<file path="src/rtl/fetch_buffer_pkg.sv">
// Shared constants and entry type for the instruction fetch buffer.
`ifndef XLEN
`define XLEN 32
`endif

package fetch_buffer_pkg;
  localparam int FB_DEPTH    = 8;
  localparam int FETCH_WIDTH = 3;
  localparam int XLEN        = `XLEN;

  typedef struct packed {
    logic [31:0]     inst;
    logic [XLEN-1:0] pc;
  } fb_entry_t;
endpackage

</file>
<file path="src/rtl/fetch_buffer_if.sv">
// Bundle between icache, fetch buffer and dispatch; lane 2 is always the oldest.
interface fetch_buffer_if
  import fetch_buffer_pkg::*;
#(
  parameter int DEPTH = FB_DEPTH
);
  // Handshake: in_valid offers a run of instructions and `accepted` (same cycle,
  // combinational) says how many of the oldest were taken; out_valid shows the
  // oldest entries and `deq_count` says how many dispatch consumed this cycle.
  logic                                take_branch;
  logic [FETCH_WIDTH-1:0]              in_valid;
  logic [FETCH_WIDTH-1:0][31:0]        in_inst;
  logic [FETCH_WIDTH-1:0][XLEN-1:0]    in_pc;
  logic [1:0]                          accepted;
  logic [FETCH_WIDTH-1:0]              out_valid;
  logic [FETCH_WIDTH-1:0][31:0]        out_inst;
  logic [FETCH_WIDTH-1:0][XLEN-1:0]    out_pc;
  logic [1:0]                          deq_count;
  logic [$clog2(DEPTH):0]              free_slots;
  logic                                empty;
  logic                                full;

  modport master (
    output take_branch, in_valid, in_inst, in_pc, deq_count,
    input  accepted, out_valid, out_inst, out_pc, free_slots, empty, full
  );

  modport slave (
    input  take_branch, in_valid, in_inst, in_pc, deq_count,
    output accepted, out_valid, out_inst, out_pc, free_slots, empty, full
  );
endinterface

</file>
<file path="src/rtl/fetch_buffer_ptr_add.sv">
// Modular pointer adder: ptr + inc wrapped to a power-of-two depth.
module fb_ptr_add #(
  parameter int DEPTH = 8
) (
  input  logic [$clog2(DEPTH)-1:0] ptr,
  input  logic [1:0]               inc,
  output logic [$clog2(DEPTH)-1:0] sum
);
  localparam int PW = $clog2(DEPTH);

  // Depth is a power of two, so truncation is the modulo.
  assign sum = ptr + PW'(inc);
endmodule

</file>
<file path="src/rtl/fetch_buffer.sv">
// Circular instruction queue between icache and dispatch; three in, three out per cycle.
module fetch_buffer
  import fetch_buffer_pkg::*;
#(
  parameter int FB_DEPTH = fetch_buffer_pkg::FB_DEPTH
) (
  input  logic           clock,
  input  logic           reset,
  fetch_buffer_if.slave  fb
);
  localparam int PW = $clog2(FB_DEPTH);
  localparam int CW = PW + 1;

  logic [PW-1:0] head_q, head_d, tail_q, tail_d;
  logic [CW-1:0] count_q, count_d;
  fb_entry_t     mem_q [FB_DEPTH];
  fb_entry_t     mem_d [FB_DEPTH];

  logic [1:0]    run, acc, eff_deq;
  logic [CW-1:0] space;
  logic [PW-1:0] head_adv, tail_adv;
  logic [PW-1:0] wr_idx [FETCH_WIDTH];
  logic [PW-1:0] rd_idx [FETCH_WIDTH];

  // Only the leading contiguous run from the oldest lane is accepted.
  always_comb begin
    run = 2'd0;
    if (fb.in_valid[2]) begin
      if (fb.in_valid[1]) run = fb.in_valid[0] ? 2'd3 : 2'd2;
      else                run = 2'd1;
    end
  end

  // Space comes from the start-of-cycle count; dequeued slots are not reused.
  always_comb begin
    space = CW'(FB_DEPTH) - count_q;
    acc   = 2'd0;
    if (!fb.take_branch) begin
      if (CW'(run) > space) acc = space[1:0];
      else                  acc = run;
    end
    eff_deq = fb.deq_count;
    if (CW'(fb.deq_count) > count_q) eff_deq = count_q[1:0];
  end

  fb_ptr_add #(.DEPTH(FB_DEPTH)) u_head_add (.ptr(head_q), .inc(eff_deq), .sum(head_adv));
  fb_ptr_add #(.DEPTH(FB_DEPTH)) u_tail_add (.ptr(tail_q), .inc(acc),     .sum(tail_adv));

  for (genvar i = 0; i < FETCH_WIDTH; i++) begin : g_lane
    fb_ptr_add #(.DEPTH(FB_DEPTH)) u_wr_add (.ptr(tail_q), .inc(2'(i)), .sum(wr_idx[i]));
    fb_ptr_add #(.DEPTH(FB_DEPTH)) u_rd_add (.ptr(head_q), .inc(2'(i)), .sum(rd_idx[i]));
  end

  always_comb begin
    head_d  = head_adv;
    tail_d  = tail_adv;
    count_d = count_q + CW'(acc) - CW'(eff_deq);
    if (fb.take_branch) begin
      head_d  = '0;
      tail_d  = '0;
      count_d = '0;
    end
  end

  always_comb begin
    mem_d = mem_q;
    for (int i = 0; i < FETCH_WIDTH; i++) begin
      if (2'(i) < acc) begin
        mem_d[wr_idx[i]].inst = fb.in_inst[2-i];
        mem_d[wr_idx[i]].pc   = fb.in_pc[2-i];
      end
    end
  end

  always_ff @(posedge clock or posedge reset) begin
    if (reset) begin
      head_q  <= '0;
      tail_q  <= '0;
      count_q <= '0;
    end else begin
      head_q  <= head_d;
      tail_q  <= tail_d;
      count_q <= count_d;
    end
  end

  // Storage carries no reset; validity is tracked by count_q alone.
  always_ff @(posedge clock) begin
    mem_q <= mem_d;
  end

  always_comb begin
    fb.out_valid = '0;
    fb.out_inst  = '0;
    fb.out_pc    = '0;
    for (int i = 0; i < FETCH_WIDTH; i++) begin
      fb.out_valid[2-i] = (count_q > CW'(i));
      fb.out_inst[2-i]  = mem_q[rd_idx[i]].inst;
      fb.out_pc[2-i]    = mem_q[rd_idx[i]].pc;
    end
  end

  assign fb.accepted   = acc;
  assign fb.free_slots = CW'(FB_DEPTH) - count_q;
  assign fb.empty      = (count_q == '0);
  assign fb.full       = (count_q == CW'(FB_DEPTH));
endmodule
</file>
<file path="src/flat_wrapper.sv">
// flat-port wrapper written by rule: the top's interface ports become plain ports
module fetch_buffer_flat import fetch_buffer_pkg::*;
#(
  parameter int FB_DEPTH = fetch_buffer_pkg::FB_DEPTH
)
  (clock, reset, fb_take_branch, fb_in_valid, fb_in_inst, fb_in_pc, fb_deq_count, fb_accepted, fb_out_valid, fb_out_inst, fb_out_pc, fb_free_slots, fb_empty, fb_full);
  fetch_buffer_if fb_i ();
  input  logic clock;
  input  logic reset;
  input wire logic [$bits(fb_i.take_branch)-1:0] fb_take_branch;
  input wire logic [$bits(fb_i.in_valid)-1:0] fb_in_valid;
  input wire logic [$bits(fb_i.in_inst)-1:0] fb_in_inst;
  input wire logic [$bits(fb_i.in_pc)-1:0] fb_in_pc;
  input wire logic [$bits(fb_i.deq_count)-1:0] fb_deq_count;
  output wire logic [$bits(fb_i.accepted)-1:0] fb_accepted;
  output wire logic [$bits(fb_i.out_valid)-1:0] fb_out_valid;
  output wire logic [$bits(fb_i.out_inst)-1:0] fb_out_inst;
  output wire logic [$bits(fb_i.out_pc)-1:0] fb_out_pc;
  output wire logic [$bits(fb_i.free_slots)-1:0] fb_free_slots;
  output wire logic [$bits(fb_i.empty)-1:0] fb_empty;
  output wire logic [$bits(fb_i.full)-1:0] fb_full;
  assign fb_i.take_branch = fb_take_branch;
  assign fb_i.in_valid = fb_in_valid;
  assign fb_i.in_inst = fb_in_inst;
  assign fb_i.in_pc = fb_in_pc;
  assign fb_i.deq_count = fb_deq_count;
  assign fb_accepted = fb_i.accepted;
  assign fb_out_valid = fb_i.out_valid;
  assign fb_out_inst = fb_i.out_inst;
  assign fb_out_pc = fb_i.out_pc;
  assign fb_free_slots = fb_i.free_slots;
  assign fb_empty = fb_i.empty;
  assign fb_full = fb_i.full;
  fetch_buffer #(.FB_DEPTH(FB_DEPTH)) u_core (.clock(clock), .reset(reset), .fb(fb_i));
endmodule
</file>
<file path="config.mk">
export PLATFORM = sky130hd
export DESIGN_NAME = fetch_buffer_flat
export DESIGN_NICKNAME = d
export VERILOG_FILES = /design/src/rtl/fetch_buffer_pkg.sv /design/src/rtl/fetch_buffer_if.sv /design/src/rtl/fetch_buffer_ptr_add.sv /design/src/rtl/fetch_buffer.sv /design/src/flat_wrapper.sv
export SDC_FILE = /design/constraint.sdc
export NUM_CORES = 2
export LEC_CHECK = 0
export CAP_MARGIN = 10
export CORE_MARGIN = 5
export CORE_UTILIZATION = 52
export CTS_CLUSTER_SIZE = 28
export DETAILED_ROUTE_END_ITERATION = 7
export HOLD_SLACK_MARGIN = 0.02
export PLACE_DENSITY = 0.78
export SLEW_MARGIN = 10
export SYNTH_ARGS = -nofsm -noshare
export SYNTH_HDL_FRONTEND = slang
export SYNTH_SLANG_ARGS = --single-unit
</file>
<file path="constraint.sdc">
create_clock -name clock -period 4 [get_ports clock]
set_clock_uncertainty 0.2 [all_clocks]
set_input_delay 0.4 -clock clock [delete_from_list [all_inputs] [get_ports clock]]
set_output_delay 0.4 -clock clock [all_outputs]
set_load 0.05 [all_outputs]
</file>
==> metrics.md <==
| Metric | Value |
|---|---|
| Core region area | 63300 sq um |
| CP max FO | 88 |
| Total Neg Setup Slack | 0 ps |
| Post-synthesis register bit count | 522 |
| Die area | 69200 sq um |
| Syn avg cell area | 8.04 sq um |
| Register area | 10500 sq um |
| Routed vias/inst | 7.20 |
| Setup violators final | 0 |
| Clock Path Buffers | 3 |
| Worst vdd ir | 0.00125 V |
| Gr ovfl total | 0 |
| Primary FF master, synth | dfxtp_1 |
| Port bufs | 402 |
| Tot Pwr | 46.8 mW |
| Yosys cell types | 50 |
| Drt initial violations | 6224 |
| Clock latency at the later pin of the worst-skew pair | 640 ps |
| CTS root buf | clkbuf_16 |
| Post-Syn Nets | 4368 |
| CTS tree | done |
| Largest cells by area after synthesis | dfxtp_1, nand2_1, mux4_2 |
| Yosys Warn Count | 0 |
| Die Ht | 263 microns |
| Gate Count Post-Synth | 4146 |
| Final min period | 3940 ps |
| Routed len/inst | 28.0 microns |
| Yosys top cell by area | dfxtp_1 |
| Worst-Margin Slew | 949 ps |
| GRT Total Usage | 38.2% |
| Maximum Capacitance Violations | 0 |
| Wire length on met3 | 20800 microns |
| FF-to-FF End | u_core.mem_q[471]$_DFF_P_ |
| Max-slew violation count | 0 |
| DRC Markers | 3 |
| Area share of the largest cell type after synthesis | 30.8% |
| Hpwl dp | 85600 microns |
| Failing checks | design-rule violations |
| Crit. End Element | primary output |
| Clock transition at path regs | 60 ps |
| Wl on met1 | 48700 microns |
| Vias in the first global route | 35578 |
| LEAKAGE | 14.5 nW |
| Final ANT Viol Nets | 0 |
| Row Count | 92 |
| Flop2flop setup slack | 270 ps |
| Hold path endpoint | u_core.mem_q[457]$_DFF_P_ |
| Hold Startpoint | u_core.mem_q[457]$_DFF_P_ |
| H-tree lvl count | 2 |
| Layout cell share with drive strength beyond 1 | 18.4% |
| Async S/R FF share, synth | 1.92% |
| Commonest non-fill, non-tap cell in the layout | nand2_1 |
| CP required | 3400 ps |
| Fin crit share | 98.4% |
| Nets | 4397 |
| Worst slew margin | 36.2% |
| Clock sink count | 522 |
| Register area share after synthesis | 31.5% |
| Tightest Hold Check Type | flip-flop to flip-flop |
| Initial antenna violation count | 6 |
| Fmax | 0.254 GHz |
| CP Data Arrival Time | 3340 ps |
| Fillers | 5181 |
| Met2 WL | 61500 microns |
| Status | finished with violations |
| Die width | 263 microns |
| GPL Wtd Cong | 0.901 |
| Cell Area, Synth | 33300 sq um |
| Drt total wl | 142000 microns |
| Largest net degree at the start of global routing | 95 |
| Uppermost layer routed | met4 |
| Post-synth EDFFs | 0 |
| R2R cell count | 12 |
| Commonest cells after routing, fill and taps aside | nand2_1, dfxtp_1, o22ai_1, a31oi_1, clkdlybuf4s50_1 |
| Boundary Pins | 403 |
| Area of the multi-input gates | 20500 sq um |
| DRT Pass-1 Iters | 8 |
| RSZ-0062 raised after global routing | no |
| Area delta synth->final | 20.2% |
| Worst r2r src | u_core.count_q[1]$_DFF_PP0_ |
| Worst setup SP type | flip-flop |
| First-pass GRT wire length | 212000 microns |
| Crit Path Class | flip-flop to primary output |
| PwrDens | 1170 nW/um^2 |
| CTS buffer count | 57 |
| Hold Path Depth | 2 |
| Detailed-route via count | 36554 |
| Final Hold Fails | 0 |
| Initial Util | 52.6% |
## report_power, final
group | internal, mW | switching (mW)
Sequential | 7.86 | 2.22
Clock | 3.53 | 2.35
Combinational | 12.1 | 18.8
Total | 23.4 | 23.4
## logic make-up (layout without fill, tap and decap cells)
| family | Yosys count | count (layout) | synth area share, % |
|---|---|---|---|
| muxes | 454 | 454 | 21.6 |
| and+or+nand+nor | 1287 | 1287 | 15.2 |
| buffers and inverters | 602 | 678 | 7.62 |
| DFF | 522 | 522 | 31.5 |
| xor gates and xnor gates | 9 | 9 | 0.282 |
| AOI/OAI and AO/OA | 1250 | 1250 | 22.9 |
| other | 0 | 7 | 0 |
| adders and majority gates | 22 | 22 | 0.916 |
## per-stage QoR
step	worst slack (ps)	hold slack (ps)	cell area, sq um	cells	util [%]
floorplan	13.0	40.1	33400	4146	-
global placement	136	272	37900	4957	59.8
detailed placement	134	279	37900	4957	59.8
CTS	156	288	40000	5068	63.2
global route	101	305	40000	5073	63.2
finish	64.4	289	40000	5075	63.2
## what timing repair did
action / in CTS / in global routing
gates resized for setup: 0 / 0
hold endpoints to repair: 10 / 0
buffers inserted: 4 / 0
endpoints found under the setup margin: 1 / 0
hold buffers: 1 / 0
## cell type report
class                   count  area share, %
well taps                 846           2.64
flip-flops and latches    522           26.3
inverters                  21          0.209
clock inverters            22          0.819
repair buffers            551           14.4
multi-input cells        3022           51.3
clock buffers              84           4.35
diodes                      7         0.0438
## metal layers
layer  track usage [%]  vias to the layer above
li1                  -                    15274
met4              24.5                        0
met1              47.1                    16880
met2              58.6                     3508
met5                 0                        -
met3              11.2                      892
## worst max-delay path, cell delays in order, from the launching register on
cell             delay [ps]
dfrtp_4                 600
buf_12                  390
mux4_2                  320
nor2_1                   50
a21oi_1                 380
clkdlybuf4s50_1         900
## synthesized netlist by cell type (8+ instances only)
cell,number
buf_1,178
a22oi_1,8
clkbuf_1,257
mux2i_1,70
dfxtp_1,512
ha_1,18
o22ai_1,506
nor2_1,83
mux4_2,192
a21oi_1,67
and2_1,9
nand2_1,1155
o21ai_0,140
buf_6,15
a31oi_1,506
buf_2,129
nor2b_1,11
inv_1,20
dfrtp_1,10
o211ai_1,9
mux2_2,192
## worst max path at each step
stage	startpoint	end	slack (ps)	cells after the start
after floorplan	u_core.count_q[0]$_DFF_PP0_	u_core.count_q[3]$_DFF_PP0_	10	17
after global placement	fb_in_valid[1]	u_core.count_q[3]$_DFF_PP0_	140	18
after detailed placement	fb_in_valid[1]	u_core.count_q[3]$_DFF_PP0_	130	18
after CTS	u_core.head_q[0]$_DFF_PP0_	fb_out_inst[37]	160	6
after global routing	u_core.head_q[2]$_DFF_PP0_	fb_out_inst[83]	100	5
final	u_core.head_q[2]$_DFF_PP0_	fb_out_inst[83]	60	5
## registers in the layout (all words and copies together) (netlist names)
name	cells
u_core.head_q	3
u_core.mem_q	512
u_core.tail_q	3
u_core.count_q	4
(Power assumes the default switching activity.)
